$ cat config.mk
export PLATFORM = sky130hd
export DESIGN_NAME = ioctl_sender
export DESIGN_NICKNAME = d
export VERILOG_FILES = /design/src/rtl/ioctl_pkg.sv /design/src/rtl/ioctl_sender.sv
export SDC_FILE = /design/constraint.sdc
export NUM_CORES = 1
export LEC_CHECK = 0
export ABC_AREA = 0
export BUFFER_PORTS_ARGS = -buffer_cell sky130_fd_sc_hd__buf_2
export CAP_MARGIN = 15
export CELL_PAD_IN_SITES_DETAIL_PLACEMENT = 0
export CELL_PAD_IN_SITES_GLOBAL_PLACEMENT = 1
export CORE_UTILIZATION = 30
export CTS_BUF_LIST = sky130_fd_sc_hd__clkbuf_16
export DETAILED_ROUTE_END_ITERATION = 6
export HOLD_SLACK_MARGIN = 0.15
export PLACE_DENSITY_LB_ADDON = 0.05
export SLEW_MARGIN = 0
export SYNTH_ARGS = -nofsm -noshare
export SYNTH_HDL_FRONTEND = slang
export SYNTH_SLANG_ARGS = --single-unit
$ cat constraint.sdc
create_clock -name clk_sys -period 2.3 [get_ports clk_sys]
set_clock_uncertainty 0.05 [all_clocks]
set_input_delay 0.115 -clock clk_sys [delete_from_list [all_inputs] [get_ports clk_sys]]
set_output_delay 0.115 -clock clk_sys [all_outputs]
set_load 0.01 [all_outputs]
$ cat src/rtl/ioctl_pkg.sv
// ioctl_pkg: shared state encoding, address width and image index constants for the ioctl sender
package ioctl_pkg;
    typedef enum logic [2:0] {S_IDLE, S_SETUP, S_FETCH, S_WRITE, S_GAP, S_HOLD} state_t;
    localparam int IOCTL_ADDR_W = 25;
    localparam int CNT_W = 16;
    localparam logic [7:0] IDX_BIOS = 8'd0;
    localparam logic [7:0] IDX_CART = 8'd1;
    function automatic logic [CNT_W-1:0] cnt_load(input int cycles);
        return (cycles > 0) ? CNT_W'(cycles - 1) : '0;
    endfunction
endpackage

$ cat src/rtl/ioctl_sender.sv
// ioctl_sender: streams a byte image into a core over the ioctl download port
// with setup, inter-write gap and hold framing around single-cycle write strobes.
module ioctl_sender
    import ioctl_pkg::*;
#(
    parameter int WR_GAP = 3,
    parameter int SETUP  = 2,
    parameter int HOLD   = 2
) (
    input  logic                    clk_sys,
    input  logic                    reset,
    input  logic                    start,
    input  logic [7:0]              index,
    input  logic [IOCTL_ADDR_W-1:0] length,
    input  logic [7:0]              src_data,
    input  logic                    src_valid,
    output logic                    src_ready,
    input  logic                    ioctl_wait,
    output logic                    ioctl_download,
    output logic [7:0]              ioctl_index,
    output logic [IOCTL_ADDR_W-1:0] ioctl_addr,
    output logic [7:0]              ioctl_dout,
    output logic                    ioctl_wr,
    output logic                    busy,
    output logic                    done
);
    // The FETCH handshake cycle is the final setup/gap cycle, so those states cover the rest.
    localparam logic [CNT_W-1:0] SETUP_LD = cnt_load(SETUP - 1);
    localparam logic [CNT_W-1:0] GAP_LD   = cnt_load(WR_GAP - 1);
    localparam logic [CNT_W-1:0] HOLD_LD  = cnt_load(HOLD);
    state_t                  r_state, w_state_nx;
    logic [CNT_W-1:0]        r_cnt, w_cnt_nx;
    logic [IOCTL_ADDR_W-1:0] r_rem, r_addr;
    logic [7:0]              r_dout, r_index;
    logic                    r_download, r_done, w_finish;
    logic                    w_accept, w_empty, w_hs, w_last;
    assign w_accept = (r_state == S_IDLE) && start && (length != '0);
    assign w_empty  = (r_state == S_IDLE) && start && (length == '0);
    assign w_hs     = (r_state == S_FETCH) && src_valid && !ioctl_wait;
    assign w_last   = r_rem == IOCTL_ADDR_W'(1);
    always_comb begin
        w_state_nx = r_state;
        w_cnt_nx   = r_cnt;
        w_finish   = 1'b0;
        case (r_state)
            S_IDLE: begin
                w_state_nx = w_accept ? ((SETUP > 1) ? S_SETUP : S_FETCH) : S_IDLE;
                w_cnt_nx   = SETUP_LD;
            end
            S_SETUP: begin
                w_state_nx = (r_cnt == '0) ? S_FETCH : S_SETUP;
                w_cnt_nx   = r_cnt - 1'b1;
            end
            S_FETCH: w_state_nx = w_hs ? S_WRITE : S_FETCH;
            S_WRITE: begin
                w_state_nx = w_last ? ((HOLD > 0) ? S_HOLD : S_IDLE) : ((WR_GAP > 1) ? S_GAP : S_FETCH);
                w_cnt_nx   = w_last ? HOLD_LD : GAP_LD;
                w_finish   = w_last && (HOLD == 0);
            end
            S_GAP: begin
                w_state_nx = (!ioctl_wait && r_cnt == '0) ? S_FETCH : S_GAP;
                w_cnt_nx   = ioctl_wait ? r_cnt : r_cnt - 1'b1;
            end
            S_HOLD: begin
                w_state_nx = (r_cnt == '0) ? S_IDLE : S_HOLD;
                w_cnt_nx   = r_cnt - 1'b1;
                w_finish   = r_cnt == '0;
            end
            default: w_state_nx = S_IDLE;
        endcase
    end
    always_ff @(posedge clk_sys) begin
        if (reset) begin
            r_state    <= S_IDLE;
            r_cnt      <= '0;
            r_rem      <= '0;
            r_addr     <= '0;
            r_dout     <= '0;
            r_index    <= '0;
            r_download <= 1'b0;
            r_done     <= 1'b0;
        end else begin
            r_state <= w_state_nx;
            r_cnt   <= w_cnt_nx;
            r_done  <= w_empty || w_finish;
            if (w_accept) begin
                r_index    <= index;
                r_rem      <= length;
                r_addr     <= '0;
                r_download <= 1'b1;
            end
            if (w_finish) r_download <= 1'b0;
            if (w_hs) r_dout <= src_data;
            if (r_state == S_WRITE) begin
                r_rem <= r_rem - 1'b1;
                if (!w_last) r_addr <= r_addr + 1'b1;
            end
        end
    end
    assign src_ready      = (r_state == S_FETCH) && !ioctl_wait;
    assign ioctl_wr       = r_state == S_WRITE;
    assign busy           = r_state != S_IDLE;
    assign done           = r_done;
    assign ioctl_download = r_download;
    assign ioctl_index    = r_index;
    assign ioctl_addr     = r_addr;
    assign ioctl_dout     = r_dout;
endmodule
==> impl_metrics.csv <==
group,metric,value,unit
placed_design,place.gp.congestion,0.7568,
floorplan,starting_utilization_of_the_core_area,0.3110,
finish,final_cell_area,5971,sq um
synth,synth-seq-cells,87,
placed_design,dp_hpwl,9.763,mm
sta,worstMarginPinSlew,0.5958,ns
sta,worst_slew_margin_rel,0.6024,
critical_path,cp_max_fo,20,
route,drc_violations,0,
finish,num-nets-final,749,
power_and_ir_drop,switching_power,2.493,mW
route,drt_first_pass_iters,5,
finish,n_fill_cell,1435,
power_and_ir_drop,power_per_cell_area,1039,nW/um^2
sta,finalWorstPathRequiredPeriod,2.090,ns
synth,seq_area_frac_synth,0.3989,
min_path,end_of_the_worst_hold_path,"r_rem[3]",
floorplan,die_width,122.6,um
synth,syn-instance-count,543,
synth,post_synth_num_cell_types,57,
placed_design,dpl-instance-area,5166,sq um
placed_design,port_buffers,91,
power_and_ir_drop,switching_share,0.4021,
critical_path,cp.buffers_inverters,1,
power_and_ir_drop,comb_power_share,0.451,
floorplan,design.die.area,15040,sq um
clocking,numClockSinks,87,
critical_path,endpoint_kind,"register",
sta,rsz0062_at_grt,"no",
floorplan,pin_count,92,
sta,finalSetupViolCount,0,
critical_path,critical-path-slowest-cell,"sky130_fd_sc_hd__dfxtp_1",
critical_path,required,2.50,ns
placed_design,detailedPlace.worstSlack,0.1194,ns
power_and_ir_drop,seqPwrFrac,0.335,
power_and_ir_drop,static-leakage-power,2.248,nW
synth,netlist_area,4367,sq um
critical_path,cpLargestDelayFamily,"simple AND/OR/NAND/NOR gates",
critical_path,r2r-end,"ioctl_addr[4]",
route,via_count,4745,
sta,fmaxAchievable,478.4,MHz
min_path,hp-start,"start",
global_routing,global_route.overflow_total,0,
synth,postSynth.topFlopCell,"sky130_fd_sc_hd__dfxtp_1",
critical_path,classification_of_the_worst_setup_path,"reg -> reg",
sta,hold_violations,0,
finish,layout-drive-gt1-share,0.2176,
min_path,worst_hold_path_type,"in -> reg",
clocking,number_of_levels_the_h_tree_was_split_into,3,
critical_path,worst_ep_arrival_time,2.29,ns
global_routing,grt_use_total,0.1927,
global_routing,grt_start_max_net_pins,38,
route,antenna_left,0,
critical_path,setup.reg_to_reg.worst_slack,0.21,ns
critical_path,slowest_delay,0.38,ns
synth,synth_warn,0,
critical_path,worst_r2r_startpoint,"r_rem[4]",
clocking,clock_latency,0.35,ns
clocking,cts_made_buffers,9,
finish,area.growth.synth_to_final,36.73,%
synth,syn_nets,593,
global_routing,grt_pass1_vias,4443,
flow_run,maxCapViolations,0,
floorplan,die_h,122.6,um
sta,max_slew_vio_count,0,
finish,sequential_cell_area_in_the_final_layout,1742,sq um
global_routing,number_of_antenna_violations_at_the_first_check_in_global_routing,0,
finish,antenna_cells,0,
sta,timing.final.crit_share,0.9088,
clocking,cts.reportedPaths.clkPinSlew,0.06,ns
power_and_ir_drop,vdd.ir_drop.worst,1023,uV
synth,count_of_flip_flops_with_a_built_in_enable_after_synthesis,0,
clocking,tritoncts,"yes",
critical_path,rr_worst_depth,6,
critical_path,crit_path_cell_trace,"nor4_4 > nand4_1 > buf_4 > o21ai_1 > nand2_2 > a311oi_1",
sta,fin_setup_tns,0,ns
synth,syn_area_per_cell,8.042,sq um
power_and_ir_drop,cellInternalPower,3.708,mW
finish,area_of_combinational_cells_with_multiple_inputs,2484,sq um
global_routing,first_pass_grt_wire_length,22.57,mm
route,wl,14.21,mm
route,via_per_inst,5.374,
run_status,outcome,"completed",
synth,synth_async_sr_flop_share,0,
min_path,worst_hold_path.num_cells,5,
route,detail_route.wl_per_cell,16.09,um
power_and_ir_drop,share_clk_of_total_power,0.215,
clocking,cts.root.buffer_cell,"sky130_fd_sc_hd__clkbuf_16",
critical_path,crit_start_category,"register",
route,drt_first_iter_violations,264,
sta,worst_slack_setup_final,0.2098,ns
clocking,clock_tree.buffer_depth,2,
floorplan,floorplan.core_area,14040,sq um
floorplan,rows,43,
worst register-to-register path: cells and delay by family, from the launching register on:
| family | cells | cell delay [ns] |
|---|---|---|
| flops | 1 | 0.38 |
| simple gates | 3 | 0.72 |
| compound gates | 2 | 0.60 |
| buf+inv | 1 | 0.23 |
power by group through the flow:
stage / clock network, mW / logic [mW] / registers, mW
global placement: 0 / 2.66 / 2.10
detailed placement: 0 / 2.67 / 2.10
floorplan: 0 / 1.91 / 2.05
global route: 1.45 / 3.11 / 2.12
CTS: 1.38 / 2.76 / 2.07
finish: 1.33 / 2.79 / 2.08
worst max path at each step:
stage,startpoint,to,slack [ns],cells after the start
after CTS,length[23],ioctl_addr[4],0.0002,7
after global placement,length[2],r_rem[19],0.16,7
after floorplan,r_rem[1],ioctl_addr[4],0.35,9
final,r_rem[4],ioctl_addr[4],0.21,6
after detailed placement,length[20],ioctl_addr[4],0.12,6
after global routing,r_rem[4],ioctl_addr[4],0.05,6
stage by stage:
step           hold slack (ns)  std cells  power, mW  utilization
5_1_grt                 0.2501        883      6.687       0.4252
2_1_floorplan           0.2010        543      3.959            -
3_3_place_gp            0.3065        813      4.761       0.3679
4_1_cts                 0.2065        879      6.209       0.4225
3_5_place_dp            0.3127        813      4.777       0.3679
6_report                0.2350        883      6.201       0.4252
repair_timing:
| action | CTS | global route |
|---|---|---|
| hold buffers | 51 | 0 |
| endpoints found under the setup margin | 0 | 27 |
| buffers inserted | 0 | 3 |
| endpoints found under the hold margin | 45 | 0 |
| gates resized for setup | 0 | 1 |
cells in the final DEF, fill, tap and decap left out, drive strengths merged, types with 4 or more instances in the layout:
master and count:
nand3b 4, buf 124, or3 8, o221ai 5, nand3 42, nor4 21, a211oi 6, inv 11
a31oi 7, xor2 13, dfxtp 87, or4 14, clkbuf 9, a21oi 65, nor2 47, ha 4
o2111ai 9, o21ai 15, nor3 18, dlygate4sd3 51, a2bb2oi 4, nand4 16, o311ai 10, nand2 57
o211ai 7, xnor2 6, nor2b 5
cell usage after synthesis (9+ instances only):
library cell,instances,area [sq um]
sky130_fd_sc_hd__a21oi_1,64,320.3
sky130_fd_sc_hd__buf_2,11,55.05
sky130_fd_sc_hd__clkbuf_1,17,63.81
sky130_fd_sc_hd__dfxtp_1,87,1742
sky130_fd_sc_hd__nand2_1,56,210.2
sky130_fd_sc_hd__nand3_1,42,210.2
sky130_fd_sc_hd__nand4_1,16,100.1
sky130_fd_sc_hd__nor2_1,46,172.7
sky130_fd_sc_hd__nor3_1,18,90.09
sky130_fd_sc_hd__nor4_1,20,125.1
sky130_fd_sc_hd__o2111ai_1,9,78.83
sky130_fd_sc_hd__o21ai_0,9,45.04
sky130_fd_sc_hd__or4_1,12,90.09
sky130_fd_sc_hd__xor2_1,13,113.9
routing by layer:
metal | vias up | wire length, um | GRT usage
li1 | 2366 | - | -
met1 | 2250 | 6631 | 0.2469
met2 | 105 | 6700 | 0.3181
met3 | 24 | 632 | 0.04740
met4 | 0 | 245 | 0.05640
met5 | - | 0 | 0
flip-flops by register name, summed over array words and instances, names as in the netlist:
| register | count |
|---|---|
| done | 1 |
| ioctl_addr | 25 |
| ioctl_dout | 8 |
| ioctl_download | 1 |
| ioctl_index | 8 |
| r_cnt | 16 |
| r_rem | 25 |
| r_state | 3 |
final cells by class:
type / instances / area share
clock buffers: 9 / 0.03772
clock inverters: 6 / 0.005239
inverters: 10 / 0.006287
multi-input cells: 416 / 0.4160
flip-flops and latches: 87 / 0.2917
well taps: 180 / 0.03772
repair buffers: 175 / 0.2054
cell families after synthesis:
family | synth area share
compound gates | 0.2181
xor+xnor | 0.03811
fa+ha+maj | 0.01146
buf+inv | 0.03839
flops | 0.3989
simple gates | 0.2951
No activity file was read; power rests on OpenSTA's default activity.
